**src/rtl/width_conv_buffer_pkg.sv**
```systemverilog
// rtl/width_conv_buffer_pkg.sv - shared sizing and sub-word ordering helpers
package width_conv_buffer_pkg;

    function automatic int calc_uw(input int depth, input int ratio);
        return $clog2(depth * ratio + 1);
    endfunction

    function automatic int sub_slice(input int k, input int ratio, input bit msb_first);
        return msb_first ? (ratio - 1 - k) : k;
    endfunction

endpackage

```
**src/rtl/width_conv_buffer_if.sv**
```systemverilog
// rtl/width_conv_buffer_if.sv - write/read handshake bundle of the width converter
interface width_conv_buffer_if #(
    parameter int OUT_W = 8,
    parameter int RATIO = 2
);
    logic                     wrreq;
    logic [OUT_W*RATIO-1:0]   input_data;
    logic                     rdreq;
    logic [OUT_W-1:0]         output_data;
    logic                     output_valid;

    modport master (
        output wrreq, input_data, rdreq,
        input  output_data, output_valid
    );

    modport slave (
        input  wrreq, input_data, rdreq,
        output output_data, output_valid
    );
endinterface

```
**src/rtl/width_conv_buffer_ram.sv**
```systemverilog
// rtl/width_conv_buffer_ram.sv - simple dual-port RAM, synchronous write-first read
module wcb_ram #(
    parameter int W     = 16,
    parameter int DEPTH = 64,
    parameter int AW    = $clog2(DEPTH)
) (
    input  logic          clk_i,
    input  logic          we_i,
    input  logic [AW-1:0] waddr_i,
    input  logic [W-1:0]  wdata_i,
    input  logic [AW-1:0] raddr_i,
    output logic [W-1:0]  rdata_o
);
    logic [W-1:0] mem [DEPTH];

    // Write-first so a word written into an empty buffer is visible to the next read.
    always_ff @(posedge clk_i) begin
        if (we_i) begin
            mem[waddr_i] <= wdata_i;
        end
        if (we_i && (waddr_i == raddr_i)) begin
            rdata_o <= wdata_i;
        end else begin
            rdata_o <= mem[raddr_i];
        end
    end
endmodule

```
**src/rtl/width_conv_buffer.sv**
```systemverilog
// rtl/width_conv_buffer.sv - wide-in / narrow-out buffer with occupancy, threshold ready and sticky flags
module width_conv_buffer
    import width_conv_buffer_pkg::*;
#(
    parameter int OUT_W     = 8,
    parameter int RATIO     = 2,
    parameter int DEPTH     = 64,
    parameter int HYST      = 0,
    parameter int MSB_FIRST = 0,
    localparam int UW       = calc_uw(DEPTH, RATIO)
) (
    input  logic                 rdclk,
    input  logic                 arst,
    input  logic                 clr,
    width_conv_buffer_if.slave   bus,
    input  logic [UW-1:0]        thresh,
    output logic [UW-1:0]        usedw,
    output logic                 output_ready,
    output logic                 full,
    output logic                 empty,
    output logic                 overflow,
    output logic                 underflow
);
    localparam int IN_W = OUT_W * RATIO;
    localparam int AW   = $clog2(DEPTH);
    localparam int SW   = (RATIO > 1) ? $clog2(RATIO) : 1;
    localparam logic [SW-1:0] LAST_SUB = SW'(RATIO - 1);

    logic [AW-1:0]    wr_ptr_q, wr_ptr_d, rd_ptr_q, rd_ptr_d;
    logic [SW-1:0]    sub_q, sub_d;
    logic [AW:0]      ent_q, ent_d;
    logic [UW-1:0]    usedw_q, usedw_d;
    logic             full_q, full_d, empty_q, empty_d;
    logic             ovf_q, ovf_d, unf_q, unf_d;
    logic             ready_q, ready_d, valid_q, valid_d;
    logic [OUT_W-1:0] data_q, data_d;
    logic [IN_W-1:0]  ram_q;
    logic             wr_ok, rd_ok, rd_last;
    int               sel;

    assign wr_ok   = bus.wrreq && !full_q && !clr;
    assign rd_ok   = bus.rdreq && !empty_q && !clr;
    assign rd_last = rd_ok && (sub_q == LAST_SUB);
    assign sel     = sub_slice(int'(sub_q), RATIO, MSB_FIRST != 0);

    // RAM reads the next-state pointer, so ram_q always holds the entry at rd_ptr_q.
    wcb_ram #(.W(IN_W), .DEPTH(DEPTH), .AW(AW)) u_ram (
        .clk_i   (rdclk),
        .we_i    (wr_ok),
        .waddr_i (wr_ptr_q),
        .wdata_i (bus.input_data),
        .raddr_i (rd_ptr_d),
        .rdata_o (ram_q)
    );

    always_comb begin
        wr_ptr_d = wr_ptr_q;
        rd_ptr_d = rd_ptr_q;
        sub_d    = sub_q;
        data_d   = data_q;
        valid_d  = rd_ok;
        ovf_d    = ovf_q | (bus.wrreq && full_q);
        unf_d    = unf_q | (bus.rdreq && empty_q);

        if (wr_ok) begin
            wr_ptr_d = wr_ptr_q + AW'(1);
        end
        if (rd_ok) begin
            data_d = ram_q[sel*OUT_W +: OUT_W];
            sub_d  = rd_last ? '0 : sub_q + SW'(1);
            if (rd_last) begin
                rd_ptr_d = rd_ptr_q + AW'(1);
            end
        end

        ent_d   = ent_q + (AW+1)'(wr_ok) - (AW+1)'(rd_last);
        usedw_d = usedw_q + (wr_ok ? UW'(RATIO) : '0) - (rd_ok ? UW'(1) : '0);
        full_d  = (ent_d == (AW+1)'(DEPTH));
        empty_d = (usedw_d == '0);

        // With no hysteresis the flag is a plain strict compare against thresh.
        if (HYST == 0) begin
            ready_d = (usedw_q > thresh);
        end else if (usedw_q > thresh) begin
            ready_d = 1'b1;
        end else if (({1'b0, usedw_q} + (UW+1)'(HYST)) < {1'b0, thresh}) begin
            ready_d = 1'b0;
        end else begin
            ready_d = ready_q;
        end

        if (clr) begin
            wr_ptr_d = '0;
            rd_ptr_d = '0;
            sub_d    = '0;
            ent_d    = '0;
            usedw_d  = '0;
            full_d   = 1'b0;
            empty_d  = 1'b1;
            ovf_d    = 1'b0;
            unf_d    = 1'b0;
            ready_d  = 1'b0;
            valid_d  = 1'b0;
        end
    end

    always_ff @(posedge rdclk or negedge arst) begin
        if (!arst) begin
            wr_ptr_q <= '0;
            rd_ptr_q <= '0;
            sub_q    <= '0;
            ent_q    <= '0;
            usedw_q  <= '0;
            full_q   <= 1'b0;
            empty_q  <= 1'b1;
            ovf_q    <= 1'b0;
            unf_q    <= 1'b0;
            ready_q  <= 1'b0;
            valid_q  <= 1'b0;
            data_q   <= '0;
        end else begin
            wr_ptr_q <= wr_ptr_d;
            rd_ptr_q <= rd_ptr_d;
            sub_q    <= sub_d;
            ent_q    <= ent_d;
            usedw_q  <= usedw_d;
            full_q   <= full_d;
            empty_q  <= empty_d;
            ovf_q    <= ovf_d;
            unf_q    <= unf_d;
            ready_q  <= ready_d;
            valid_q  <= valid_d;
            data_q   <= data_d;
        end
    end

    assign bus.output_data  = data_q;
    assign bus.output_valid = valid_q;
    assign usedw            = usedw_q;
    assign output_ready     = ready_q;
    assign full             = full_q;
    assign empty            = empty_q;
    assign overflow         = ovf_q;
    assign underflow        = unf_q;
endmodule

```
**src/flat_wrapper.sv**
```systemverilog
// flat-port wrapper written by rule: the top's interface ports become plain ports
module width_conv_buffer_flat import width_conv_buffer_pkg::*;
#(
    parameter int OUT_W     = 8,
    parameter int RATIO     = 2,
    parameter int DEPTH     = 64,
    parameter int HYST      = 0,
    parameter int MSB_FIRST = 0,
    localparam int UW       = calc_uw(DEPTH, RATIO)
)
  (rdclk, arst, clr, thresh, usedw, output_ready, full, empty, overflow, underflow, bus_wrreq, bus_input_data, bus_rdreq, bus_output_data, bus_output_valid);
  width_conv_buffer_if #(.OUT_W(OUT_W), .RATIO(RATIO)) bus_i ();
  input  logic rdclk;
  input  logic arst;
  input  logic clr;
  input  logic [UW-1:0] thresh;
  output logic [UW-1:0] usedw;
  output logic output_ready;
  output logic full;
  output logic empty;
  output logic overflow;
  output logic underflow;
  input wire logic [$bits(bus_i.wrreq)-1:0] bus_wrreq;
  input wire logic [$bits(bus_i.input_data)-1:0] bus_input_data;
  input wire logic [$bits(bus_i.rdreq)-1:0] bus_rdreq;
  output wire logic [$bits(bus_i.output_data)-1:0] bus_output_data;
  output wire logic [$bits(bus_i.output_valid)-1:0] bus_output_valid;
  assign bus_i.wrreq = bus_wrreq;
  assign bus_i.input_data = bus_input_data;
  assign bus_i.rdreq = bus_rdreq;
  assign bus_output_data = bus_i.output_data;
  assign bus_output_valid = bus_i.output_valid;
  width_conv_buffer #(.OUT_W(OUT_W), .RATIO(RATIO), .DEPTH(DEPTH), .HYST(HYST), .MSB_FIRST(MSB_FIRST)) u_core (.rdclk(rdclk), .arst(arst), .clr(clr), .bus(bus_i), .thresh(thresh), .usedw(usedw), .output_ready(output_ready), .full(full), .empty(empty), .overflow(overflow), .underflow(underflow));
endmodule
```
**config.mk**
```make
export PLATFORM = sky130hd
export DESIGN_NAME = width_conv_buffer_flat
export DESIGN_NICKNAME = d
export VERILOG_FILES = /design/src/rtl/width_conv_buffer_pkg.sv /design/src/rtl/width_conv_buffer_if.sv /design/src/rtl/width_conv_buffer_ram.sv /design/src/rtl/width_conv_buffer.sv /design/src/flat_wrapper.sv
export SDC_FILE = /design/constraint.sdc
export NUM_CORES = 1
export LEC_CHECK = 0
export ABC_AREA = 1
export ABC_CLOCK_PERIOD_IN_PS = 4200
export BUFFER_PORTS_ARGS = -buffer_cell sky130_fd_sc_hd__buf_4
export CORE_UTILIZATION = 25
export CTS_CLUSTER_SIZE = 20
export DETAILED_ROUTE_END_ITERATION = 6
export PLACE_DENSITY_LB_ADDON = 0.2
export SLEW_MARGIN = 20
export SYNTH_ARGS = -nofsm -noshare
export SYNTH_HDL_FRONTEND = slang
export SYNTH_SLANG_ARGS = --single-unit
```
**constraint.sdc**
```tcl
create_clock -name rdclk -period 4.2 [get_ports rdclk]
set_input_delay 0.84 -clock rdclk [delete_from_list [all_inputs] [get_ports rdclk]]
set_output_delay 0.84 -clock rdclk [all_outputs]
set_load 0.02 [all_outputs]
```
==> flow_summary_export.csv, run 1 <==
group,metric,value,unit
cells_and_area,finalNetCount,3910,
clocking,cts_resized,0,
grt,grt-ovfl-total,0,
timing,setup_ws,1080,ps
grt,track_usage,0.144,
yosys,async_flop_share,0.0392,
worst_setup_path,path_cells,"clkinv_16 -> buf_12 -> nand2_1 -> nand3_1 -> nand3_1 -> nand2_1 -> nand2_1 -> nand3_1 -> nand3_1 -> nand2_1 -> nand2_1 -> nand3_1",
timing,tightest_slew,1040,ps
timing,finalCritPeriodShare,0.742,
worst_setup_path,r2r-end,"u_core.bus.output_data[1]",
drt,routed_via_density,4.47,
placement,place_ws,774,ps
timing,max_freq,321,MHz
pwr,switching_share,0.232,
floorplanning,die_area,179000,µm²
placement,dp.cells,6075,
run,maxCapViolCount,0,
grt,antenna_found_initial,2,
yosys,ys_seq_elements,1072,
yosys,syn-num-nets,3852,
grt,grt_max_degree,197,
timing,tns,0,ps
floorplanning,core_area,176000,µm²
pwr,seqPwrFrac,0.509,
clocking,clock-sinks,1072,
pwr,p_clk_frac,0.429,
pwr,power_frac_comb,0.062,
drt,routed_wl,131000,µm
yosys,syn_avg_cell_area,11.6,µm²
worst_setup_path,startpoint_type,"flop",
cells_and_area,area.sequential,31900,µm²
drt,route.detailed.drc,0,
drt,post_drt_wl_per_cell,20.8,µm
grt,grt_pass1_vias,26900,
timing,final.setup_skew,34.4,ps
clocking,cts_tree,"yes",
yosys,netlist_instances,3797,
worst_setup_path,cp_max_fo,196,
yosys,synth-edff-count,1024,
worst_setup_path,max_stage_delay,580,ps
cells_and_area,drive_gt1_frac,0.0916,
clocking,post-cts-setup-buffers,0,
yosys,synth_area,44200,µm²
worst_setup_path,cp-end-kind,"flop",
worst_setup_path,arrival,3740,ps
placement,gp_congestion,0.818,
timing,slew_viol_final,0,
grt,grt_first_pass_wirelength,191000,µm
clocking,clk_latency,740,ps
clocking,hold_buffers,0,
pwr,p_sw,5460,µW
floorplanning,io_pins,51,
drt,drt_first_pass_iters,5,
yosys,ys_warn_count,0,
drt,drt-initial-drc-count,2314,
cells_and_area,syn_to_final_growth,15.3,%
pwr,ir_drop,0.000335,V
placement,hpwl,70800,µm
floorplanning,die_h,423,µm
worst_setup_path,critPathSlowestCell,"dfxtp_4",
worst_setup_path,rrSetupSlack,1080,ps
timing,finalSetupViolCount,0,
placement,port_buffers,50,
floorplanning,dieWidth,423,µm
cells_and_area,final_cells,6295,
yosys,yosysTopAreaCellShare,0.695,
pwr,p_total,23500,µW
worst_setup_path,cp-endpoint,"u_core.bus.output_data[1]",
clocking,cts_root_buf,"clkbuf_16",
cells_and_area,final_util,0.290,
yosys,synth_top_cells_by_area,"edfxtp_1, nand2_1, nand3_1, dfrtp_1, buf_2",
pwr,power.leakage,0.0181,µW
floorplanning,start_util,0.251,
yosys,ys.flop_type,"edfxtp_1",
clocking,clk_path_buf_depth,3,
yosys,synth_top_cell_by_area,"edfxtp_1",
yosys,yosysSeqAreaShare,0.722,
timing,hold_viol,0,
cells_and_area,multi_input_area,10700,µm²
drt,vias,28100,
pwr,power_density,461,nW/µm²
worst_setup_path,reg2regPathDepth,12,
timing,slew_headroom,0.304,
status,status,"finished, final reports clean",
clocking,cts.clk_slew.worst_paths,60,ps
clocking,cts_buffers,118,
worst_setup_path,cp.required,4820,ps
cells_and_area,n_fill_cell,18100,
worst_setup_path,critPathKind,"flop to flop",
floorplanning,fp-row-count,154,
min_path,hp-class,"input port to asynchronous set/reset pin",
yosys,ys_types,32,
timing,rsz0062_at_grt,"false",
clocking,htree_levels,3,
drt,antenna_left,0,
pwr,internal-power,18000,µW
timing,period_needed,3120,ps
## worst min path at each step
stage,start,end,slack (ps),depth (start not counted)
floorplan,u_core.sub_q,u_core.sub_q,480,1
global placement,u_core.overflow,u_core.overflow,490,2
detailed placement,u_core.overflow,u_core.overflow,490,2
CTS,arst,u_core.ent_q[3],70,1
global route,arst,u_core.bus.output_data[0],110,1
finish,arst,u_core.ent_q[3],110,1
## synthesized netlist by cell type (18+ instances only)
master / count
inv_1: 61
edfxtp_1: 1024
buf_2: 107
a21oi_1: 18
nand3_1: 887
nor2_1: 103
buf_1: 22
ha_1: 24
clkbuf_1: 27
dfrtp_1: 41
buf_4: 32
buf_6: 40
nand2_1: 1351
## final cells by class
class	instances	share of cell area
Clock inverter	64	0.0112
Timing Repair Buffer	166	0.0274
Tap cell	2340	0.0574
Antenna cell	4	0.000196
Inverter	65	0.00550
Multi-Input combinational cell	2432	0.210
Clock buffer	152	0.0615
Sequential cell	1072	0.627
## cell families after synthesis
| logic type | share of synthesized area |
|---|---|
| adders and majority gates | 0.00770 |
| buffers and inverters | 0.0376 |
| and+or+nand+nor | 0.226 |
| xor gates and xnor gates | 0.00257 |
| AOI/OAI and AO/OA | 0.00424 |
| DFF | 0.722 |
## metrics by stage
step	instance area [µm²]	hold slack [ps]
6_report	51000	106
3_5_place_dp	47300	491
5_1_grt	51000	115
3_3_place_gp	47300	491
2_1_floorplan	44200	482
4_1_cts	51000	69.3
## placed cells by master (no fill, tap or decap), drive strengths merged
cell type / instances
nor4: 1
o21ai: 11
dfxtp: 6
nand4: 3
dfrtp: 41
clkinv: 48
buf: 166
o32ai: 1
bufinv: 8
dfstp: 1
edfxtp: 1024
nand2: 1351
nor2: 106
a21oi: 18
o22ai: 2
fa: 2
xnor2: 7
nand3: 887
inv: 68
a31oi: 1
clkbuf: 152
ha: 24
o21bai: 2
clkinvlp: 5
diode: 4
nor3b: 1
xor2: 6
nor3: 7
and3: 2
## flip-flops by register name, summed over array words and instances (netlist names), named ones only
signal and count:
u_core.bus.output_data 8, u_core.bus.output_valid 1, u_core.empty 1, u_core.ent_q 7, u_core.full 1, u_core.output_ready 1, u_core.overflow 1, u_core.rd_ptr_q 6
u_core.sub_q 1, u_core.u_ram.mem 1024, u_core.underflow 1, u_core.usedw 8, u_core.wr_ptr_q 6
## per-layer routing
metal  global-route usage  wire length (µm)  up-vias  share of wire
met5                    0                12        -       0.000092
met4               0.0372              3120        2          0.024
met3               0.0185              5060      172          0.039
met2                0.229             60400      555           0.46
met1                0.206             62500    14000           0.48
li1                     -                 -    13400              -
## power groups by stage
stage | logic [µW] | clock network, µW | registers [µW]
6_report | 1470 | 10100 | 12000
5_1_grt | 1650 | 10700 | 12000
4_1_cts | 1490 | 10300 | 12000
3_5_place_dp | 1490 | 0 | 12200
3_3_place_gp | 1500 | 0 | 12200
2_1_floorplan | 804 | 0 | 12200
## critical path, delay by kind of cell, from the launching register on
family	cells	cell delay, ps
buffers and inverters	2	870
flip-flops	1	580
AND/OR/NAND/NOR	10	1260
Power figures use the tool's default switching activity.
==> run 2, diff against run 1 <==
- ABC_CLOCK_PERIOD_IN_PS: 4200 -> 3020
- clock period: 4.2 -> 3.02 ns (I/O delays scaled with it)
==> run 2 against run 1 <==
Non-clock buffer count increased by 32. Combinational power increased by 44%. Sequential cell count unchanged. Maximum frequency increased by 15%. Critical endpoint is now u_core.full.
==> flow_summary_export.csv, run 2 (same netlist as run 1, synthesis figures left out) <==
group,metric,value,unit
status,status,"finished, final reports clean",
floorplanning,io_pins,51,
grt,grt_first_pass_wirelength,195000,µm
pwr,ir_drop,0.000508,V
placement,port_buffers,50,
drt,route.detailed.drc,0,
pwr,seqPwrFrac,0.503,
drt,drt-initial-drc-count,2537,
worst_setup_path,cp.required,3670,ps
worst_setup_path,path_cells,"nor2_1 -> nand2_1 -> nor2_1 -> inv_2 -> nor2_1 -> inv_1 -> nand2_1 -> ha_1 -> inv_1 -> fa_1 -> o21ai_0 -> nand2_1 -> nand2_1 -> a21oi_1 -> nand2_1 -> nand2_1 -> nor2_1 -> and3_1",
clocking,clock-sinks,1072,
worst_setup_path,max_stage_delay,420,ps
timing,finalSetupViolCount,0,
worst_setup_path,cp.buffers_inverters,3,
clocking,htree_levels,3,
worst_setup_path,critPathSlowestCell,"fa_1",
worst_setup_path,crit_top_cell,"nand2_1",
cells_and_area,final_cells,6329,
pwr,p_sw,7520,µW
timing,period_needed,2720,ps
worst_setup_path,cp-end-kind,"flop",
floorplanning,die_h,423,µm
floorplanning,core_area,176000,µm²
placement,gp_congestion,0.801,
cells_and_area,final_common_cell,"nand2_1",
clocking,clk_path_buf_depth,3,
worst_setup_path,critPathKind,"flop to flop",
timing,slew_headroom,0.357,
timing,hold_viol,0,
pwr,power.leakage,0.0183,µW
worst_setup_path,startpoint_type,"flop",
timing,tightest_slew,964,ps
cells_and_area,syn_to_final_growth,16.3,%
pwr,internal-power,25500,µW
timing,final.setup_skew,28.7,ps
pwr,switching_share,0.228,
cells_and_area,regMostFlops,"u_core.u_ram.mem",
floorplanning,die_area,179000,µm²
clocking,hold_buffers,1,
worst_setup_path,arrival,3370,ps
clocking,cts_root_buf,"clkbuf_16",
pwr,p_clk_frac,0.433,
timing,rsz0062_at_grt,"false",
pwr,p_total,33000,µW
floorplanning,fp-row-count,154,
placement,dp.cells,6106,
worst_setup_path,crit_family,"simple AND/OR/NAND/NOR gates",
drt,post_drt_wl_per_cell,21.0,µm
placement,hpwl,72700,µm
worst_setup_path,cp_max_fo,3,
drt,routed_wl,133000,µm
grt,antenna_found_initial,4,
drt,drt_first_pass_iters,5,
timing,slew_viol_final,0,
timing,tns,0,ps
pwr,power_frac_comb,0.064,
run,maxCapViolCount,0,
grt,grt_max_degree,119,
timing,max_freq,368,MHz
cells_and_area,drive_gt1_frac,0.101,
timing,finalCritPeriodShare,0.900,
grt,grt_pass1_vias,27400,
grt,track_usage,0.147,
min_path,hp-class,"input port to flop",
drt,antenna_left,0,
grt,grt-ovfl-total,0,
clocking,cts.clk_slew.worst_paths,60,ps
drt,routed_via_density,4.45,
drt,vias,28200,
clocking,cts_resized,0,
floorplanning,dieWidth,423,µm
clocking,cts_buffers,116,
clocking,post-cts-setup-buffers,0,
cells_and_area,finalNetCount,3940,
cells_and_area,mostFrequentLayoutCells,"nand2_1, edfxtp_1, nand3_1, buf_4, clkbuf_16",
pwr,power_density,641,nW/µm²
clocking,cts_tree,"yes",
floorplanning,start_util,0.251,
clocking,clk_latency,730,ps
cells_and_area,largest_register_ff_count,1024,
==> run 2: cell count changes in the layout (fill, tap and decap cells not counted), moves of 5 or more <==
cell	change
buf_4	+21
nor2_1	-6
clkinv_1	-5
bufinv_16	+5
buf_12	+10
nor2_2	+6
clkbuf_8	+5
==> run 2: layout make-up <==
type,instances,area [µm²]
sequential,1072,31900
multi-input combinational,2432,10700
inverter,65,283
antenna,7,17.5
fill,18000,124000
timing repair buffer,198,1760
clock buffer,152,3120
tap,2340,2930
clock inverter,63,662
==> run 2: layer usage <==
metal  global-route usage  share of wire  vias up
li1                     -              -    13500
met1                0.209           0.47    14000
met2                0.230           0.46      614
met3               0.0215          0.046      150
met4               0.0453          0.024        0
met5                    0              0        -
==> run 2: final timing paths <==
path / startpoint / end / slack (ps) / cells past startpoint
worst min register to register: u_core.underflow / u_core.underflow / 510 / 2
worst min-delay path: bus_wrreq / u_core.overflow / 160 / 3
worst max-delay path: u_core.empty / u_core.full / 300 / 18
min in group asynchronous: arst / u_core.ent_q[5] / 430 / 2
worst max register to register: u_core.empty / u_core.full / 300 / 18
max in group asynchronous: arst / u_core.wr_ptr_q[5] / 2170 / 2
==> run 2: stage by stage <==
step	setup WS [ps]	area, µm²	hold slack (ps)	util
CTS	291	51400	74.5	0.292
global route	25.1	51400	140	0.292
floorplan	139	44200	308	-
global placement	-69.4	47600	491	0.271
detailed placement	-23.8	47600	500	0.271
finish	303	51500	156	0.292
==> run 2: power groups by stage <==
| stage | clock network (µW) | registers, µW | logic (µW) |
|---|---|---|---|
| 2_1_floorplan | 0 | 17000 | 1120 |
| 3_3_place_gp | 0 | 16900 | 2170 |
| 3_5_place_dp | 0 | 16900 | 2150 |
| 4_1_cts | 14700 | 16600 | 2150 |
| 5_1_grt | 15200 | 16600 | 2350 |
| 6_report | 14300 | 16600 | 2110 |
==> run 2: worst reg2reg max path, cell delays in order (launching register included) <==
cell	delay, ps
dfstp_2	370
nor2_1	160
nand2_1	100
nor2_1	170
inv_2	50
nor2_1	120
inv_1	70
nand2_1	60
ha_1	160
inv_1	60
fa_1	420
o21ai_0	310
nand2_1	80
nand2_1	70
a21oi_1	70
nand2_1	60
nand2_1	50
nor2_1	120
and3_1	160
